--- config.mk ---
export PLATFORM = sky130hd
export DESIGN_NAME = second_tap_serial
export DESIGN_NICKNAME = d
export VERILOG_FILES = /design/src/rtl/second_tap_serial.sv
export SDC_FILE = /design/constraint.sdc
export NUM_CORES = 1
export LEC_CHECK = 0
export ABC_AREA = 0
export BUFFER_PORTS_ARGS = -buffer_cell sky130_fd_sc_hd__buf_2
export CAP_MARGIN = 15
export CORE_MARGIN = 2
export CORE_UTILIZATION = 65
export CTS_CLUSTER_SIZE = 28
export DETAILED_ROUTE_END_ITERATION = 8
export PLACE_DENSITY = 0.93
export SYNTH_ARGS = -nofsm -noshare
export SYNTH_HDL_FRONTEND = slang
export SYNTH_SLANG_ARGS = --single-unit
--- constraint.sdc ---
create_clock -name clk -period 23.4 [get_ports clk]
set_input_delay 3.51 -clock clk [delete_from_list [all_inputs] [get_ports clk]]
set_output_delay 3.51 -clock clk [all_outputs]
set_load 0.005 [all_outputs]
--- src/rtl/second_tap_serial.sv ---
// Second-stage biquad IIR section using one time-shared signed multiplier: five MAC cycles,
// then scale/saturate, then output. Build option SECOND_TAP_ROUND_EN adds round-half-up.
module second_tap_serial #(
    parameter int unsigned IW    = 8,
    parameter int unsigned OW    = 10,
    parameter int unsigned CW    = 12,
    parameter int          B0    = 512,
    parameter int          B1    = 963,
    parameter int          B2    = 512,
    parameter int          A1    = 1409,
    parameter int          A2    = 1000,
    parameter int unsigned SHIFT = 11
) (
    input  logic                 clk,
    input  logic                 rst,
    input  logic signed [IW-1:0] din,
    input  logic                 din_valid,
    output logic                 busy,
    output logic signed [OW-1:0] dout,
    output logic                 dout_valid,
    output logic                 overrun
);

    localparam int unsigned AW = 32;
    localparam int unsigned PW = CW + OW;

    localparam logic signed [CW-1:0] CoefB0 = CW'(B0);
    localparam logic signed [CW-1:0] CoefB1 = CW'(B1);
    localparam logic signed [CW-1:0] CoefB2 = CW'(B2);
    localparam logic signed [CW-1:0] CoefA1 = CW'(A1);
    localparam logic signed [CW-1:0] CoefA2 = CW'(A2);

    localparam int                   SatMaxI = (1 << (OW - 1)) - 1;
    localparam logic signed [AW-1:0] SatMax  = AW'(SatMaxI);
    localparam logic signed [AW-1:0] SatMin  = AW'(-SatMaxI - 1);
    localparam logic signed [OW-1:0] OutMax  = {1'b0, {(OW - 1){1'b1}}};
    localparam logic signed [OW-1:0] OutMin  = {1'b1, {(OW - 1){1'b0}}};

    typedef enum logic [2:0] {
        StIdle,
        StMac0,
        StMac1,
        StMac2,
        StMac3,
        StMac4,
        StScale,
        StOut
    } state_e;

    state_e state_q, state_d;

    logic signed [IW-1:0] x0_q, x1_q, x2_q;
    logic signed [OW-1:0] y1_q, y2_q;
    logic signed [AW-1:0] acc_q, acc_d;
    logic signed [OW-1:0] res_q, res_d;
    logic signed [OW-1:0] dout_q;
    logic                 dout_valid_q;
    logic                 overrun_q;

    logic                 accept;
    logic                 mac_en;
    logic                 mac_sub;
    logic                 scale_en;
    logic                 out_en;
    logic signed [CW-1:0] coef_sel;
    logic signed [OW-1:0] data_sel;
    logic signed [PW-1:0] prod;
    logic signed [AW-1:0] prod_ext;
    logic signed [AW-1:0] acc_adj;
    logic signed [AW-1:0] shifted;

    // State register
    always_ff @(posedge clk or posedge rst) begin
        if (rst) begin
            state_q <= StIdle;
        end else begin
            state_q <= state_d;
        end
    end

    // Next-state logic
    always_comb begin
        state_d = state_q;
        unique case (state_q)
            StIdle:  if (din_valid) state_d = StMac0;
            StMac0:  state_d = StMac1;
            StMac1:  state_d = StMac2;
            StMac2:  state_d = StMac3;
            StMac3:  state_d = StMac4;
            StMac4:  state_d = StScale;
            StScale: state_d = StOut;
            StOut:   state_d = StIdle;
            default: state_d = StIdle;
        endcase
    end

    // Output / datapath control decode
    always_comb begin
        busy     = (state_q != StIdle);
        accept   = 1'b0;
        mac_en   = 1'b0;
        mac_sub  = 1'b0;
        scale_en = 1'b0;
        out_en   = 1'b0;
        coef_sel = '0;
        data_sel = '0;
        unique case (state_q)
            StIdle: accept = din_valid;
            StMac0: begin
                mac_en   = 1'b1;
                coef_sel = CoefB0;
                data_sel = OW'(x0_q);
            end
            StMac1: begin
                mac_en   = 1'b1;
                coef_sel = CoefB1;
                data_sel = OW'(x1_q);
            end
            StMac2: begin
                mac_en   = 1'b1;
                coef_sel = CoefB2;
                data_sel = OW'(x2_q);
            end
            StMac3: begin
                mac_en   = 1'b1;
                coef_sel = CoefA1;
                data_sel = y1_q;
            end
            StMac4: begin
                mac_en   = 1'b1;
                mac_sub  = 1'b1;
                coef_sel = CoefA2;
                data_sel = y2_q;
            end
            StScale: scale_en = 1'b1;
            StOut:   out_en   = 1'b1;
            default: ;
        endcase
    end

    // Shared multiplier; operands sign-extended to the full product width first
    always_comb begin
        prod     = PW'(coef_sel) * PW'(data_sel);
        prod_ext = AW'(prod);
        acc_d    = mac_sub ? (acc_q - prod_ext) : (acc_q + prod_ext);
    end

`ifdef SECOND_TAP_ROUND_EN
    localparam logic signed [AW-1:0] Rnd = AW'(1) << (SHIFT - 1);
    assign acc_adj = acc_q + Rnd;
`else
    assign acc_adj = acc_q;
`endif

    always_comb begin
        shifted = acc_adj >>> SHIFT;
        if (shifted > SatMax) begin
            res_d = OutMax;
        end else if (shifted < SatMin) begin
            res_d = OutMin;
        end else begin
            res_d = shifted[OW-1:0];
        end
    end

    always_ff @(posedge clk or posedge rst) begin
        if (rst) begin
            x0_q         <= '0;
            x1_q         <= '0;
            x2_q         <= '0;
            y1_q         <= '0;
            y2_q         <= '0;
            acc_q        <= '0;
            res_q        <= '0;
            dout_q       <= '0;
            dout_valid_q <= 1'b0;
            overrun_q    <= 1'b0;
        end else begin
            if (accept) begin
                x0_q  <= din;
                acc_q <= '0;
            end
            if (mac_en) begin
                acc_q <= acc_d;
            end
            if (scale_en) begin
                res_q <= res_d;
            end
            if (out_en) begin
                dout_q <= res_q;
                x2_q   <= x1_q;
                x1_q   <= x0_q;
                y2_q   <= y1_q;
                y1_q   <= res_q;
            end
            dout_valid_q <= out_en;
            // A strobe while busy (OUT cycle included) is dropped and latched here
            if (din_valid && busy) begin
                overrun_q <= 1'b1;
            end
        end
    end

    assign dout       = dout_q;
    assign dout_valid = dout_valid_q;
    assign overrun    = overrun_q;

endmodule

# == Word-level counts from Yosys, hierarchy flattened ==
# Index checks and enable logic that the tools add are counted.
# classes
add_sub_neg,2
mul,1
magnitude_cmp,2
eq_ne,8
n_mux,14
reduce_logical,6
# ops
cell,n
$mux W32,3
$pmux W10 S5,1
$pmux W11 S4,1
$add A32 B22 Y32,1
$sub A32 B22 Y32,1
$pmux W3 S8,1
$mul A12 B10 Y22,1
$gt A21 B10 Y1 const B,1
$lt A21 B10 Y1 const B,1
$mux W10,2
$eq A3 B3 Y1 const B,4
$eq A3 B2 Y1 const B,2
$mux W1,5
$reduce_or A5 Y1,1
$eq A3 B1 Y1 const B,1
$logic_not A3 Y1,1
$mux W3,1
$reduce_bool A3 Y1,1
$ne A2 B2 Y1 const B,1
$reduce_bool A2 Y1,1
$reduce_or A2 Y1,1
$logic_and A1 B1 Y1,1
# totals
register_bits,91
in_bits,11
elab_cells,43

# == Longest topological paths before layout ==
# depth
depth_word,7
depth_mapped,38

# == Least setup slack after synthesis ==
# OpenSTA, ideal clock, no wires.
# synth_path
kind,flip-flop to flip-flop
startpoint,register state_q[2]
endpoint,register acc_q[31] (netlist: acc_adj[31])
arrival_time_ns,8.636
slack_ns,14.638
path_stages_with_launch,36
period_less_slack_ns,8.762
cell_sequence,dfrtp_1 buf_2 nor3b_1 clkbuf_1 and2_1 or2_2 a211oi_1 or2_2 inv_1 ha_1 fa_1 fa_1 fa_1 inv_1 fa_1 inv_1 ha_1 a21oi_1 o22a_1 o31ai_1 or3_1 a211oi_2 nand2b_1 nor4_1 nor2_1 xor2_1 ha_1 a211oi_1 nor2_1 a211o_1 o41ai_1 a31oi_1 a21o_1 nor3_1 nor4b_1 a221o_1
# synth_between
elab_chain_len,7
elab_cells_between_ends,19
classes_between,add/sub: 2; mul: 1; eq/ne: 5; mux: 7; reduce/logical: 4
# synth_rtl
item,line,source
from (decl),50,"state_e state_q, state_d;"
from (signal assigned),75,state_q <= StIdle;
from (signal assigned),77,state_q <= state_d;
$eq A3 B2 Y1 / $eq A3 B1 Y1 (equally long branches),107,unique case (state_q)
$reduce_or A2 Y1 (no line),-,
$pmux W11 S4,107,
$mul A12 B10 Y22,143,prod = PW'(coef_sel) * PW'(data_sel);
$add A32 B22 Y32 / $sub A32 B22 Y32 (equally long branches),145,acc_d = mac_sub ? (acc_q - prod_ext) : (acc_q + prod_ext);
$mux W32,145,
$mux W32,183,if (mac_en) begin
to (signal assigned),173,acc_q <= '0;
to (signal assigned),181,acc_q <= '0;
to (signal assigned),184,acc_q <= acc_d;
to (decl),54,"logic signed [AW-1:0] acc_q, acc_d;"
# Parallel ways exist; a longest one is shown, timed or not.
# A chain may end at the register's enable or synchronous reset.

# == Final worst setup path ==
# Same ends and word-level chain as after synthesis.

==> run metrics <==
routed len/inst=roughly 19 microns; width of the die=124 microns; Slew @ Worst Pin=1150 ps; initial DRC count=666; R2R setup slack=12490 ps; Cell variety after synth=70; clk buf depth=2; die area=0.0153 sq mm; syn_nets=1198; YS warnings=0; met3 wire length=1420 microns; TritonCTS clock tree=done; synthesized flop and latch total=91; synthesized area=0.00932 sq mm; simple-gate area share of the yosys netlist=15.2%; top routing layer in use=met4; fin. max-slew vios=0; row count=43; number of port buffers=23; Post-DRT Antenna Nets=0; DRC violations left=0; Req. time, crit path=23650 ps; drt pass-1 iters=5; GPL Wtd Cong=~0.99; status=finished clean; register area=0.00228 sq mm; H-tree levels=3; Hold Path Stages=1; Setup Fix Bufs, Post-CTS=0; Synth Area in Adders=approximately a quarter; Die Height=124 microns; Post-DP HPWL=17300 microns; R2R cell count=33; Antenna Cells=0; CP max stage delay=980 ps; critical path's slowest cell=nor2b_1; Critical Path End Type=flip-flop; FILL cells=979; Synth Area in XOR/XNOR=6.23%; Layout Nets=1206; Core Region=0.0139 sq mm; Hold WC Path Type=reg2reg; Final setup viols=0; # resized after CTS=0; Synth top area share=24.4%; count leader, synth=ha_1; met1 wire length=9510 microns; Synth Area in Compound Gates=between 10% and 20%; Synth async-reset ratio=100%; synth top area cells=dfrtp_1, ha_1, fa_1; clk sinks=between 90 and 100; clk slew on worst S/H paths=about 70 ps; EDFF count, synth=0; vias per cell=6.23; worst path arrival time=about 11000 ps; multi-input logic area=0.00653 sq mm; latest clock arrival within the worst-skew pair=360 ps; layout cells sized above 1=about an eighth; Top FF cell, synth=dfrtp_1; final hold violations=0; initial antenna violation count=1; IO Pins=24; cell count after synthesis=1025; dominant cell type by area after synthesis=dfrtp_1; Critical Path Start Type=flip-flop; number of global-route vias before repair=7478; fraction of synthesized area in multiplexers=6.43%; GR Util All Layers=between 30% and 40%; max-cap violations=0; crit-path max FO=23; CTS Buf Count=9; main combinational cell family by area after synthesis=adder cells; setup TNS=0 ps; Final min period=10910 ps; Clock Skews=8.29 ps; wire length on met2=10700 microns; CTS Hold Buffers Added=0; RSZ-0062 raised after global routing=false; sequential element share of the synthesized area=24.4%; largest net degree at the start of global routing=between 90 and 100; crit share post-route=46.6%; max frequency=91.6 MHz; Synth top cells by count=ha_1, inv_1, nand2_1, dfrtp_1, a21oi_1; first-pass GRT wire length=37100 microns; worst rel slew slack=around 23%; WL final=about 23000 microns; Crit Path Category=reg2reg; Synth Area per Inst=9.09 sq um; Starting Density=~67%; Crit path top cell by count=fa_1; grt total ovfl=0; routed vias=7587; Area Overhead vs Synth=6.27%; CTS Root Cell=clkbuf_16
-- cells in the final DEF (no fill, tap or decap), drive strengths merged, types with 7 or more instances in the layout --
master | Yosys | routed
a31oi | 9 | 9
fa | 52 | 52
nand2 | 92 | 92
clkbuf | 26 | 11
nand3 | 18 | 18
a21oi | 67 | 67
nand2b | 13 | 13
mux2i | 7 | 7
dfrtp | 91 | 91
nor3 | 12 | 12
a211oi | 14 | 14
ha | 110 | 110
o21a | 7 | 7
o21bai | 7 | 7
nand4 | 8 | 8
o21ai | 62 | 62
inv | 100 | 100
a21o | 20 | 20
mux2 | 47 | 47
and2 | 24 | 24
buf | 8 | 31
xnor2 | 29 | 29
xor2 | 33 | 33
o31ai | 13 | 13
nor2 | 64 | 64
or2 | 13 | 13
and3 | 9 | 9
nor2b | 11 | 11
-- cell type report --
class	instances	share of cell area (%)
clock inverters	5	0.619
inverters	100	3.80
flip-flops and latches	91	23.0
multi-input cells	800	65.9
repair buffers	31	1.95
clock buffers	11	2.45
well taps	180	2.27
-- worst max-delay path, delay by kind of cell, from the launching register on --
family / cells / cell delay, ps
simple gates: 10 / 3120
flops: 1 / 790
buf+inv: 5 / 620
xor+xnor: 1 / 190
compound gates: 10 / 2730
fa+ha+maj: 7 / 3310
-- path summary, 6_finish.rpt --
check                                start           to
worst max-delay path            state_q[2]  acc_adj[31]
worst min-delay path               overrun      overrun
worst max register to register  state_q[2]  acc_adj[31]
worst min register to register     overrun      overrun
max in group asynchronous              rst      x1_q[5]
min in group asynchronous              rst  acc_adj[20]
-- cell families (layout without fill, tap and decap cells) --
kind of cell | count (synthesis) | in the layout
adder cells (fa/ha/maj) | 162 | 162
AO/OA/AOI/OAI | 234 | 234
flip-flops | 91 | 91
XOR/XNOR | 62 | 62
buffers and inverters | 134 | 147
other | 1 | 1
AND/OR/NAND/NOR | 287 | 287
multiplexers | 54 | 54
-- state kept, by name, summed over array words and instances, names as in the netlist --
| name | count |
|---|---|
| x1_q | 8 |
| y2_q | 10 |
| state_q | 3 |
| res_q | 10 |
| x2_q | 8 |
| x0_q | 8 |
| acc_adj | 32 |
| dout_valid | 1 |
| overrun | 1 |
| dout | 10 |
-- routing by layer --
metal	GRT usage (%)	vias up
li1	-	3579
met1	39.5	3648
met2	50.4	280
met3	7.23	80
met4	16.1	0
met5	0	-
-- through the flow --
step	std cells	worst slack, ps	cell area [sq um]	utilization [%]	hold slack, ps
after floorplan	1025	14640	9320	-	450
after global placement	1200	13090	9570	68.7	432
after detailed placement	1200	12850	9570	68.7	446
after CTS	1216	12660	9870	70.9	461
after global routing	1218	11920	9910	71.1	497
final	1218	12490	9910	71.1	458
Power is left out: the tool's default activity adds up to more than one toggle a clock period on the data nets, which glitch-free logic cannot reach.
